[src/rtl/hack_alu_pkg.sv]
// +----------------------------------------------------------------------+
// | hack_alu_pkg                                                         |
// | Shared state encoding and default width for the Hack ALU adders.     |
// | Revision: 1.0                                                        |
// +----------------------------------------------------------------------+
`default_nettype none

package hack_alu_pkg;

  localparam int unsigned c_default_width = 16;

  typedef enum logic [1:0] {
    ST_IDLE = 2'd0,
    ST_BUSY = 2'd1,
    ST_DONE = 2'd2
  } state_t;

endpackage

`default_nettype wire

[src/rtl/full_adder.sv]
// +----------------------------------------------------------------------+
// | full_adder                                                           |
// | Single-bit combinational full adder cell.                            |
// | Revision: 1.0                                                        |
// +----------------------------------------------------------------------+
`default_nettype none

module full_adder (
  input  logic a,
  input  logic b,
  input  logic cin,
  output logic sum,
  output logic cout
);

  assign sum  = a ^ b ^ cin;
  assign cout = (a & b) | (a & cin) | (b & cin);

endmodule

`default_nettype wire

[src/rtl/serial_adder.sv]
// +----------------------------------------------------------------------+
// | serial_adder                                                         |
// | Bit-serial WIDTH-bit adder: one full_adder plus a carry flip-flop,   |
// | LSB-first, valid/ready on both sides. SERIAL_ADDER_SUB_EN adds the   |
// | `sub` port for a - b.                                                |
// | Revision: 1.0                                                        |
// +----------------------------------------------------------------------+
`default_nettype none

module serial_adder
  import hack_alu_pkg::*;
#(
  parameter int unsigned WIDTH = c_default_width
) (
  input  logic             clk,
  input  logic             rst_n,
  input  logic             in_valid,
  output logic             in_ready,
  input  logic [WIDTH-1:0] a,
  input  logic [WIDTH-1:0] b,
  input  logic             cin,
`ifdef SERIAL_ADDER_SUB_EN
  input  logic             sub,
`endif
  output logic             out_valid,
  input  logic             out_ready,
  output logic [WIDTH-1:0] sum,
  output logic             cout
);

  localparam int unsigned CNT_W = $clog2(WIDTH + 1);
  localparam logic [CNT_W-1:0] c_last    = CNT_W'(WIDTH - 1);
  localparam logic [CNT_W-1:0] c_cnt_one = CNT_W'(1);

  state_t           r_state;
  logic             r_in_ready;
  logic             r_out_valid;
  logic [WIDTH-1:0] r_a_sh;
  logic [WIDTH-1:0] r_b_sh;
  logic [WIDTH-1:0] r_sum_sh;
  logic             r_carry;
  logic [CNT_W-1:0] r_cnt;
  logic [WIDTH-1:0] r_sum;
  logic             r_cout;

  logic             w_fa_sum;
  logic             w_fa_cout;
  logic [WIDTH-1:0] w_sum_next;
  logic [WIDTH-1:0] w_b_load;
  logic             w_c_load;

`ifdef SERIAL_ADDER_SUB_EN
  // Two's-complement subtract: invert b and inject a forced carry of 1.
  assign w_b_load = sub ? ~b : b;
  assign w_c_load = sub ? 1'b1 : cin;
`else
  assign w_b_load = b;
  assign w_c_load = cin;
`endif

  full_adder u_fa (
    .a    (r_a_sh[0]),
    .b    (r_b_sh[0]),
    .cin  (r_carry),
    .sum  (w_fa_sum),
    .cout (w_fa_cout)
  );

  // New sum bit enters at the MSB; after WIDTH shifts bit 0 lands at index 0.
  assign w_sum_next = (r_sum_sh >> 1) | (WIDTH'(w_fa_sum) << (WIDTH - 1));

  always_ff @(posedge clk or negedge rst_n) begin
    if (!rst_n) begin
      r_state     <= ST_IDLE;
      r_in_ready  <= 1'b1;
      r_out_valid <= 1'b0;
      r_a_sh      <= '0;
      r_b_sh      <= '0;
      r_sum_sh    <= '0;
      r_carry     <= 1'b0;
      r_cnt       <= '0;
      r_sum       <= '0;
      r_cout      <= 1'b0;
    end else begin
      case (r_state)
        ST_IDLE: begin
          if (in_valid && r_in_ready) begin
            r_a_sh     <= a;
            r_b_sh     <= w_b_load;
            r_carry    <= w_c_load;
            r_sum_sh   <= '0;
            r_cnt      <= '0;
            r_in_ready <= 1'b0;
            r_state    <= ST_BUSY;
          end
        end
        ST_BUSY: begin
          r_a_sh   <= r_a_sh >> 1;
          r_b_sh   <= r_b_sh >> 1;
          r_sum_sh <= w_sum_next;
          r_carry  <= w_fa_cout;
          r_cnt    <= r_cnt + c_cnt_one;
          if (r_cnt == c_last) begin
            r_sum       <= w_sum_next;
            r_cout      <= w_fa_cout;
            r_out_valid <= 1'b1;
            r_state     <= ST_DONE;
          end
        end
        ST_DONE: begin
          if (out_ready) begin
            r_out_valid <= 1'b0;
            r_in_ready  <= 1'b1;
            r_state     <= ST_IDLE;
          end
        end
        default: begin
          r_out_valid <= 1'b0;
          r_in_ready  <= 1'b1;
          r_state     <= ST_IDLE;
        end
      endcase
    end
  end

  assign in_ready  = r_in_ready;
  assign out_valid = r_out_valid;
  assign sum       = r_sum;
  assign cout      = r_cout;

endmodule

`default_nettype wire

[config.mk]
export PLATFORM = sky130hd
export DESIGN_NAME = serial_adder
export DESIGN_NICKNAME = d
export VERILOG_FILES = /design/src/rtl/hack_alu_pkg.sv /design/src/rtl/full_adder.sv /design/src/rtl/serial_adder.sv
export SDC_FILE = /design/constraint.sdc
export NUM_CORES = 1
export LEC_CHECK = 0
export CAP_MARGIN = 20
export CELL_PAD_IN_SITES_DETAIL_PLACEMENT = 0
export CELL_PAD_IN_SITES_GLOBAL_PLACEMENT = 1
export CORE_ASPECT_RATIO = 1.2
export CORE_UTILIZATION = 30
export CTS_CLUSTER_DIAMETER = 200
export CTS_CLUSTER_SIZE = 16
export DETAILED_ROUTE_END_ITERATION = 8
export PLACE_DENSITY_LB_ADDON = 0.08
export SLEW_MARGIN = 10
export SYNTH_ARGS = -nofsm -noshare
export SYNTH_HDL_FRONTEND = slang
export SYNTH_SLANG_ARGS = --single-unit
[constraint.sdc]
create_clock -name clk -period 2.35 [get_ports clk]
set_clock_uncertainty 0.15 [all_clocks]
set_input_delay 0.3525 -clock clk [delete_from_list [all_inputs] [get_ports clk]]
set_output_delay 0.3525 -clock clk [all_outputs]
set_load 0.02 [all_outputs]
==> run summary <==
status: complete, no violations
worst skew pair latency: 330 ps
Yosys warning total: 0
num ports: 56
Buf/Inv on CP: 1
Core Box Area: 10,600 um2
Worst setup EP type: output pin
startpoint types: flip-flop
number of synthesized flops with an enable pin: 0
Synth top cells by count: dfrtp_1, o21ai_0, mux2i_1
# port buffers: 55
Post-CTS Setup Repair Bufs: 0
Levels on crit path: 1
CP top delay family: buffers and inverters
met3 Usage GRT: 0.0257
fmax: 0.484 GHz
Vias: 2,209
num rows: 41
Gate Count Post-Synth: 260
Area growth syn-to-layout: 29.4%
layout cells sized above 1: 0.152
Reg2Reg Depth: 5
synth unique cells: 34
mapped cell area: 3270 um2
Syn Area/Cell: 12.6 um2
Critical Path AT: 1560 ps
drt drc: 0
1st-iter DRT viols: 128
die height: 116 um
initial core utilization: 0.309
GRT Max-Usage Layer: met2
Synth async-reset ratio: 1.00
Synth Net Count: 300
CTS tree: built
slew margin rel.: 0.626
Final Hold Vio Count: 0
CTS H-Tree Depth: 3
GR Util met2: 0.210
Pleak: 1.93 nW
Layout fillers: 1,064
vias in the first global route: 2,170
hold path cells: 1
crit path cell chain: clkdlybuf4s50_1
die width: 97.2 um
most frequent cell after synthesis: dfrtp_1
Finished Layout Cells: 452
Setup Viol. Count Final: 0
crit path time final: 2070 ps
Global Route Usage Sum: 0.132
Final TNS setup: 0 ps
Worst-path clk slew: 50 ps
initial antenna violation count: 0
Post-CTS Resized: 0
Critical Path Max Stage Delay: 630 ps
Antenna diodes: 0
Worst Hold Class: reg -> reg
cell taking the most area after synthesis: dfrtp_1
maxcap violations: 0
Clock Sinks: 74
Synth top area share: 0.559
Detailed Route WL: 7080 um
VDD IR max: 0.000373 V
final worst-path cycle share: 0.879
CP max FO: 7
grt ovf: 0
prevailing post-synth register cell: dfrtp_1
slowest stage cell, crit path: clkdlybuf4s50_1
root buf cell: clkbuf_16
1st-pass router iterations: 4
largest net degree at the start of global routing: 44
CP Data Required Time: 1850 ps
Cells after DPL: 435
Avg WL per Cell: 15.7 um
power density over the cells: 1260 nW/um2
Final Max Slew Viols: 0
RSZ-0062 raised after global routing: false
post-layout util: 0.400
first-pass GRT wire length: 11,500 um
total power: 0.00531 W
gpl congestion: 0.693
#FFs+latches synth: 74
fin nets: 358
dpl hpwl: 4490 um
DIE AREA: 11,300 um2
Worst Max-Slew Pin Slew: 561 ps
Avg Vias per Cell: 4.89
number of buffers created by CTS: 9
top post-synthesis cells by area: dfrtp_1, mux2i_1, o21ai_0, a22o_1, mux2_4
Final ANT Viol Nets: 0
sequential fraction of the synthesis area: 0.567
GR Util met1: 0.171
CTS max path bufs: 2
critical path class: reg -> out
==> final cells by class <==
| cell class | instances | area [um2] | area share |
|---|---|---|---|
| Clock buffer | 11 | 243 | 0.0574 |
| Clock inverter | 5 | 77.6 | 0.0184 |
| Inverter | 2 | 7.51 | 0.00178 |
| Multi-Input combinational cell | 164 | 1240 | 0.294 |
| Sequential cell | 74 | 1850 | 0.438 |
| Tap cell | 129 | 161 | 0.0382 |
| Timing Repair Buffer | 67 | 641 | 0.152 |
==> routing by layer <==
metal / routed length, um / vias to the layer above
met3: 206 / 11
met2: 3350 / 42
met5: 0 / -
met1: 3370 / 1094
li1: - / 1062
met4: 156 / 0
==> where the power goes <==
group	internal (W)	switching [W]	leakage (nW)
Combinational	0.000853	0.000899	0.814
Clock	0.000955	0.000520	0.156
Sequential	0.00176	0.000317	0.957
Total	0.00357	0.00174	1.93
==> cells by family after synthesis <==
group,count (synthesis),share of synthesized area
compound gates,96,0.171
flops,74,0.567
mux,48,0.164
buf+inv,22,0.0517
simple gates,17,0.0322
fa+ha+maj,3,0.0138
==> path summary, 6_finish.rpt <==
path,start,endpoint,slack (ps)
setup / recovery,in_ready,in_ready,280
hold / removal,r_sum_sh[1],r_sum_sh[1],340
setup reg to reg,r_cnt[0],sum[1],380
hold reg to reg,r_sum_sh[1],r_sum_sh[1],340
max in group asynchronous,rst_n,in_ready,940
min in group asynchronous,rst_n,cout,420
==> metrics by stage <==
step	hold WS [ps]	setup WS (ps)	cell area [um2]
after CTS	350	282	4230
after floorplan	-93.1	500	3270
final	344	284	4230
after global placement	248	293	3900
after detailed placement	248	274	3900
after global routing	370	248	4230
==> registers in the layout, indices dropped and copies added (netlist names) <==
signal     count
r_cnt          5
out_valid      1
cout           1
r_carry        1
r_sum_sh      15
in_ready       1
r_a_sh        16
r_state        2
sum           16
r_b_sh        16
==> cells in the final DEF (no fill, tap or decap), types with 2 or more instances in the layout <==
| master | Yosys | final |
|---|---|---|
| dfrtp_1 | 73 | 73 |
| clkdlybuf4s50_1 | 0 | 54 |
| o21ai_0 | 42 | 42 |
| mux2i_1 | 31 | 31 |
| o21ai_1 | 25 | 25 |
| a22o_1 | 16 | 16 |
| buf_4 | 2 | 12 |
| mux2_4 | 9 | 9 |
| clkbuf_16 | 0 | 9 |
| mux2_2 | 8 | 8 |
| a21oi_1 | 7 | 7 |
| nand2_1 | 4 | 4 |
| nor2_1 | 3 | 3 |
| inv_1 | 2 | 2 |
| and3_1 | 2 | 2 |
| and4b_1 | 2 | 2 |
| ha_1 | 2 | 2 |
| clkinv_2 | 0 | 2 |
| bufinv_16 | 0 | 2 |
==> timing repair <==
item	CTS	global route
setup endpoints to repair	0	0
endpoints found under the hold margin	40	0
hold buffers	1	0
Power figures use the tool's default switching activity.
